### src/rtl/bp_be_pkg.sv
// Shared definitions for the BE issue queue: pointer/lane-count widths and the
// lane slice macro used when indexing packed multi-lane buses.
`ifndef BP_BE_PKG_SV
`define BP_BE_PKG_SV
`define BP_BE_SLICE(lane, w) ((lane)*(w)) +: (w)

package bp_be_pkg;

   localparam int default_issue_width_gp = 2;

   typedef logic [$clog2(default_issue_width_gp+1)-1:0] lane_cnt_t;

   // One extra MSB acts as the wrap bit so full and empty are distinguishable.
   function automatic int ptr_width(input int els);
      return $clog2(els) + 1;
   endfunction

   function automatic int lane_cnt_width(input int issue_width);
      return $clog2(issue_width + 1);
   endfunction

endpackage
`endif

### src/rtl/bp_be_wrap_ptr.sv
// Registered wrap-bit pointer with variable increment and a load port that
// takes priority over the increment (used for roll and clear).
module bp_be_wrap_ptr
   import bp_be_pkg::*;
#(
   parameter int ptr_w_p = 4,
   parameter int inc_w_p = 2
) (
   input  logic               clk_i,
   input  logic               reset_i,
   input  logic [inc_w_p-1:0] inc_i,
   input  logic               load_v_i,
   input  logic [ptr_w_p-1:0] load_val_i,
   output logic [ptr_w_p-1:0] ptr_o
);

   logic [ptr_w_p-1:0] ptr_r;

   always_ff @(posedge clk_i) begin
      if (reset_i)
         ptr_r <= '0;
      else if (load_v_i)
         ptr_r <= load_val_i;
      else
         ptr_r <= ptr_r + ptr_w_p'(inc_i);
   end

   assign ptr_o = ptr_r;

endmodule

### src/rtl/bp_be_issue_queue_nw.sv
// N-wide in-order issue buffer: speculative issue pointer with commit pointer
// so the scheduler can roll back to the last commit point.
module bp_be_issue_queue_nw
   import bp_be_pkg::*;
#(
   parameter int width_p       = 128,
   parameter int els_p         = 8,
   parameter int issue_width_p = 2
) (
   input  logic                                 clk_i,
   input  logic                                 reset_i,
   input  logic [issue_width_p-1:0]             enq_v_i,
   input  logic [issue_width_p*width_p-1:0]     enq_data_i,
   output logic                                 enq_ready_o,
   output logic [issue_width_p-1:0]             deq_v_o,
   output logic [issue_width_p*width_p-1:0]     deq_data_o,
   input  logic [$clog2(issue_width_p+1)-1:0]   deq_cnt_i,
   input  logic [$clog2(issue_width_p+1)-1:0]   commit_cnt_i,
   input  logic                                 roll_i,
   input  logic                                 clr_i,
   output logic                                 empty_o
);

   localparam int ptr_w_lp = ptr_width(els_p);
   localparam int idx_w_lp = ptr_w_lp - 1;
   localparam int cnt_w_lp = lane_cnt_width(issue_width_p);

   logic [ptr_w_lp-1:0] wptr, rptr, cptr;
   logic [ptr_w_lp-1:0] occupancy, unissued, rptr_load_val;
   logic [ptr_w_lp:0]   free_cnt;
   logic [cnt_w_lp-1:0] enq_n, wptr_inc, rptr_inc;
   logic                enq_fire, rptr_load_v;
   logic [idx_w_lp-1:0] widx [issue_width_p];
   logic [idx_w_lp-1:0] ridx [issue_width_p];
   logic [width_p-1:0]  mem  [els_p];

   assign occupancy = wptr - cptr;
   assign unissued  = wptr - rptr;
   assign free_cnt  = (ptr_w_lp+1)'(els_p) - {1'b0, occupancy};

   // All-or-nothing admission: space for a full-width enqueue is required.
   assign enq_ready_o = !reset_i && (free_cnt >= (ptr_w_lp+1)'(issue_width_p));
   assign enq_fire    = enq_ready_o && !clr_i;
   assign empty_o     = (wptr == rptr);

   always_comb begin
      enq_n = '0;
      for (int k = 0; k < issue_width_p; k++)
         enq_n = enq_n + cnt_w_lp'(enq_v_i[k]);
   end

   assign wptr_inc = enq_fire ? enq_n : '0;

   // Roll rewinds to the commit point including this cycle's commit.
   assign rptr_load_v   = clr_i || roll_i;
   assign rptr_load_val = clr_i ? '0 : cptr + ptr_w_lp'(commit_cnt_i);
   assign rptr_inc      = roll_i ? '0 : deq_cnt_i;

   bp_be_wrap_ptr #(.ptr_w_p(ptr_w_lp), .inc_w_p(cnt_w_lp)) u_wptr (
      .clk_i      (clk_i),
      .reset_i    (reset_i),
      .inc_i      (wptr_inc),
      .load_v_i   (clr_i),
      .load_val_i ('0),
      .ptr_o      (wptr)
   );

   bp_be_wrap_ptr #(.ptr_w_p(ptr_w_lp), .inc_w_p(cnt_w_lp)) u_rptr (
      .clk_i      (clk_i),
      .reset_i    (reset_i),
      .inc_i      (rptr_inc),
      .load_v_i   (rptr_load_v),
      .load_val_i (rptr_load_val),
      .ptr_o      (rptr)
   );

   bp_be_wrap_ptr #(.ptr_w_p(ptr_w_lp), .inc_w_p(cnt_w_lp)) u_cptr (
      .clk_i      (clk_i),
      .reset_i    (reset_i),
      .inc_i      (commit_cnt_i),
      .load_v_i   (clr_i),
      .load_val_i ('0),
      .ptr_o      (cptr)
   );

   always_comb begin
      for (int k = 0; k < issue_width_p; k++) begin
         widx[k] = idx_w_lp'(wptr + ptr_w_lp'(k));
         ridx[k] = idx_w_lp'(rptr + ptr_w_lp'(k));
      end
   end

   // Storage is data-only and never reset.
   always_ff @(posedge clk_i) begin
      for (int k = 0; k < issue_width_p; k++)
         if (enq_fire && enq_v_i[k])
            mem[widx[k]] <= enq_data_i[`BP_BE_SLICE(k, width_p)];
   end

   always_comb begin
      deq_v_o    = '0;
      deq_data_o = '0;
      for (int k = 0; k < issue_width_p; k++) begin
         deq_v_o[k]                           = (unissued > ptr_w_lp'(k));
         deq_data_o[`BP_BE_SLICE(k, width_p)] = mem[ridx[k]];
      end
   end

endmodule

### config.mk
export PLATFORM = sky130hd
export DESIGN_NAME = bp_be_issue_queue_nw
export DESIGN_NICKNAME = d
export VERILOG_FILES = /design/src/rtl/bp_be_pkg.sv /design/src/rtl/bp_be_wrap_ptr.sv /design/src/rtl/bp_be_issue_queue_nw.sv
export SDC_FILE = /design/constraint.sdc
export NUM_CORES = 2
export LEC_CHECK = 0
export BUFFER_PORTS_ARGS = -buffer_cell sky130_fd_sc_hd__buf_2
export CORE_ASPECT_RATIO = 0.6
export CORE_MARGIN = 5
export CORE_UTILIZATION = 45
export DETAILED_ROUTE_END_ITERATION = 10
export PLACE_DENSITY = 0.68
export SETUP_SLACK_MARGIN = 0.2
export SLEW_MARGIN = 20
export SYNTH_ARGS = -nofsm -noshare
export SYNTH_HDL_FRONTEND = slang
export SYNTH_SLANG_ARGS = --single-unit
### constraint.sdc
create_clock -name clk_i -period 17.26 [get_ports clk_i]
set_clock_uncertainty 0.05 [all_clocks]
set_input_delay 1.726 -clock clk_i [delete_from_list [all_inputs] [get_ports clk_i]]
set_output_delay 1.726 -clock clk_i [all_outputs]
set_load 0.02 [all_outputs]
# Word-level counts from Yosys, hierarchy flattened
# Memories as Yosys holds them, arrays and structs flattened. A register that Yosys moved wholly into a read port is not among the register bits.
# Cells that the tools add are included.
# word_totals
reg_bits	12
mem_bits_rw	1024
inputBits	266
out_inout_bits	260
elab_cells	34
n_memories	1
# op_classes
addsub	9
order_cmp	3
eq_ne	1
n_mux	9
n_reduce_logical	8
# memory_table
name	depth	word_bits	read_ports	rd_clocked_by_memory_dff	write_ports	line_no	text
mem	8	128	2	1	2	bp_be_issue_queue_nw.sv:35	logic [width_p-1:0] mem [els_p];
# ops
cell	n
$add 4x2->4	3
$gt 4x1->1 const B	2
$mux 4	2
$sub 4x4->4	2
$add 3x1->3 const B	2
$ge 5x2->1 const B	1
$sub 4x4->5 const A	1
$eq 4x4->1	1
$logic_and 1x1->1	4
$mux 1	4
$mux 2	2
$mux 3	1
$add 1x1->2	1
$logic_not 1->1	2
$reduce_or 2->1	1
$logic_or 1x1->1	1

# Depth between registers and ports, before layout
# logic_depth
word_depth	8
depth_mapped	16
mapped_depth_nobuf	15

# By module
# From an unflattened synthesis, not the netlist that was laid out.
# hier_totals
cells_unflattened	3515
area_unflattened_um2	61681.7
# by_module_without_submodules
mod	n_inst	cells_per_inst	area_each_um2	seq_area_each_um2
bp_be_issue_queue_nw	1	3437	61021.0	30749.5
bp_be_wrap_ptr	3	26	220.2	80.1

# Worst setup path after synthesis
# No wires, ideal clock.
# synth_timing
kind	register -> register
from	reg u_wptr.ptr_r[0] (netlist: u_wptr.ptr_o[0])
to	mem mem[3][0], enable pin
setup_ps	805
arrival_ps	11799
t_required_ps	16405
path_slack_ps	4606
path_stages_with_launch	12
path_buffers	2
synth_period_minus_slack_ps	12654
path_cell_list	dfxtp_1 -> inv_1 -> ha_1 -> fa_1 -> ha_1 -> or2_2 -> nor4_1 -> and3_1 -> buf_2 -> or2_2 -> clkbuf_1 -> a211oi_1
# synth_lines
element	line_no	text
from (decl)	bp_be_wrap_ptr.sv:17	logic [ptr_w_p-1:0] ptr_r;
from (signal assigned)	bp_be_wrap_ptr.sv:23	ptr_r <= load_val_i;
from (signal assigned)	bp_be_wrap_ptr.sv:25	ptr_r <= ptr_r + ptr_w_p'(inc_i);
to (decl)	bp_be_issue_queue_nw.sv:35	

# Worst setup path after layout
# layout_timing
from	reg u_rptr.ptr_r[0] (netlist: u_rptr.ptr_o[0])
to	out deq_data_o[180]
# layout_via
elab_chain_len	2
# layout_lines
element	line_no	text
from (decl)	bp_be_wrap_ptr.sv:17	
from (signal assigned)	bp_be_wrap_ptr.sv:23	
from (signal assigned)	bp_be_wrap_ptr.sv:25	
$add 3x1->3	bp_be_issue_queue_nw.sv:89	ridx[k] = idx_w_lp'(rptr + ptr_w_lp'(k));
$mem_v2 8x128	--	
to (decl)	bp_be_issue_queue_nw.sv:16	output logic [issue_width_p*width_p-1:0] deq_data_o,
# No other way between the ends.

==> qor.txt <==
top post-synthesis cells by area - edfxtp_1, mux2_2, mux4_2
Final Hold Viols - 0
# Max-Cap Violations - 0
Fillers - 10.77k
RSZ-0062 raised after global routing - no
final instance count without filler cells - 5767
logic gate share of total power - 14.3%
dpl hpwl - 100200 um
Critical Path Fanout Max - 73
Min Clock Period, post-route - 6.792 ns
Syn Nets - 3794
post-DR vias/cell - 6.187
Syn Std Cell Area - 59160 um^2
Slew @ Worst Pin - 1.131 ns
most common cell in the synthesized netlist - mux2_2
clock power share - 37.6%
max_slew headroom - 24.63%
chip width - 478.1 um
Syn. warnings - 0
TritonCTS buffer count - 103
pwr/cell area - 88.16 nW/um^2
Initial DRC Count - 3364
count of state elements after synthesis - 1036
ys flop type - edfxtp_1
CTS Sinks - 1036
Die H - 290.9 um
final setup TNS - 0 ns
num rows - 103
WS Path Type - register to primary output
worst path arrival time - 5.02 ns
Static Leak - 21.73 nW
Max Fclk - 0.1472 GHz
cell taking the most area after synthesis - edfxtp_1
Yosys top cell area share - 51.98%
IO Pins - 526
via count - 35.68k
GRT Total Usage - 24.75%
DIE AREA - 139100 um^2
largest net degree at the start of global routing - 127
number of global-route vias before repair - 36.75k
post-CTS setup buffers - 0
number of flops mapped to enable cells by yosys - 1024
GPL Wtd Cong - 0.8000
post-route ant nets - 0
CTS tree - done
Switch Pwr - 1.492 mW
fin. max-slew vios - 0
switching share of total power - 25.37%
Avg Cell Area, Syn - 16.87 um^2
Initial Utilization - 45.14%
status - finished clean
register area share after synthesis - 52.38%
Worst EP required - 15.48 ns
Pint - 4.390 mW
Area growth, synth to finish - 12.77%
DRC Markers - 0
Longest Clk Path Bufs - 3
synth unique cells - 38
Hold Buf Count CTS - 0
sequential share of power - 48.1%
Gate Count Post-Synth - 3506
initial antenna violation count - 37
root buf cell - clkbuf_16
clk_lat worst skew - 0.69 ns
final wirelength - 175500 um
fin crit share - 39.35%
nets@finish - 4217
core area - 131100 um^2
Inst Count DP - 5556
Synth top cells by count - mux2_2, edfxtp_1, mux4_2, nand2_1, buf_2
WHS - 0.5314 ns
Setup-failing EPs final - 0
VDD IR max - 0.06890 mV
# resized after CTS - 0
crit start category - register
HP Class - register to register
first-pass GRT wire length - 258000 um
DP Worst Slack - 11.13 ns
H-tree levels - 3
Worst setup EP type - primary output
Detailed Routing Iterations Pass 1 - 6
layout cells sized above 1 - 60.59%
routed len/inst - 30.43 um
clock slew at reported path FFs - 0.06 ns
grt ovf - 0
# port buffers - 525
async set or reset register ratio after synthesis - 0%
setup ws final - 10.47 ns
path summary, 6_finish.rpt:
| check | cells after the start | slack (ns) | end | startpoint |
|---|---|---|---|---|
| setup / recovery | 6 | 10.47 | deq_data_o[180] | u_rptr.ptr_o[0] |
| hold / removal | 2 | 0.53 | u_wptr.ptr_o[3] | u_wptr.ptr_o[3] |
| setup reg to reg | 11 | 11.35 | mem[1][121] | u_wptr.ptr_o[0] |
| hold reg to reg | 2 | 0.53 | u_wptr.ptr_o[3] | u_wptr.ptr_o[3] |
flip-flops by register name, summed over array words and instances, names as in the netlist:
name,flops
mem,1024
u_wptr.ptr_o,4
u_cptr.ptr_o,4
u_rptr.ptr_o,4
metrics by stage:
stage	total power, mW	instance area [um^2]	utilization, %
detailed placement	3.726	63470	48.43
global route	6.079	66700	50.89
CTS	5.928	66660	50.86
global placement	3.716	63470	48.43
finish	5.882	66720	50.90
floorplan	3.439	59160	-
kinds of logic after synthesis:
logic type	after synthesis	synth area share, %
buf+inv	288	2.073
flops	1036	52.38
compound gates	19	0.2284
mux	1665	41.43
simple gates	462	3.147
fa+ha+maj	22	0.5287
xor+xnor	14	0.2073
cell type report:
cell class	count	area, um^2	share of cell area [%]
inverters	11	46.29	0.06939
repair buffers	595	3191	4.782
multi-input cells	2182	27070	40.57
flip-flops and latches	1036	31000	46.47
well taps	1732	2167	3.248
clock inverters	63	504.2	0.7558
diodes	23	57.56	0.08627
clock buffers	125	2681	4.019
routing by layer:
layer  vias to the layer above  GRT usage, %  wire (um)
met5                         -             0         83
met4                        14         5.720       3375
met3                       232         4.431      12440
met2                      1383         40.00      85310
met1                     18875         35.21      74260
li1                      15178             -          -
critical path: stages, from the launching register on:
cell and delay [ns]:
dfxtp_4 0.83, ha_4 0.63, buf_4 0.83, buf_4 0.95, mux4_2 0.43, mux2_2 0.32
buf_2 0.17
cell usage in the layout (no fill, tap or decap), types with 4 or more instances in the layout:
| cell | synthesis | layout |
|---|---|---|
| mux2_2 | 1152 | 1152 |
| edfxtp_1 | 1024 | 1024 |
| buf_2 | 110 | 525 |
| mux4_2 | 512 | 512 |
| nand2_1 | 394 | 394 |
| clkbuf_16 | 0 | 104 |
| buf_4 | 2 | 67 |
| clkinv_2 | 0 | 25 |
| diode_2 | 0 | 23 |
| clkinv_1 | 0 | 22 |
| clkbuf_1 | 106 | 21 |
| ha_1 | 17 | 16 |
| nor2_1 | 15 | 15 |
| inv_1 | 11 | 10 |
| nor3_2 | 0 | 9 |
| dfxtp_1 | 12 | 9 |
| a21oi_1 | 7 | 7 |
| xnor2_1 | 7 | 7 |
| xor2_1 | 7 | 6 |
| inv_6 | 0 | 6 |
| and2_1 | 6 | 6 |
| bufinv_16 | 0 | 6 |
| and3_1 | 8 | 5 |
| fa_1 | 5 | 5 |
| nand3_1 | 4 | 4 |
| nor2b_1 | 4 | 4 |
power groups by stage:
stage / Combinational (mW) / Clock (mW) / Sequential, mW
final: 0.842 / 2.21 / 2.83
after global routing: 0.901 / 2.35 / 2.83
after CTS: 0.849 / 2.25 / 2.83
after detailed placement: 0.844 / 0 / 2.88
after global placement: 0.835 / 0 / 2.88
after floorplan: 0.562 / 0 / 2.88
Note: power is estimated with default switching activity, not from simulation.
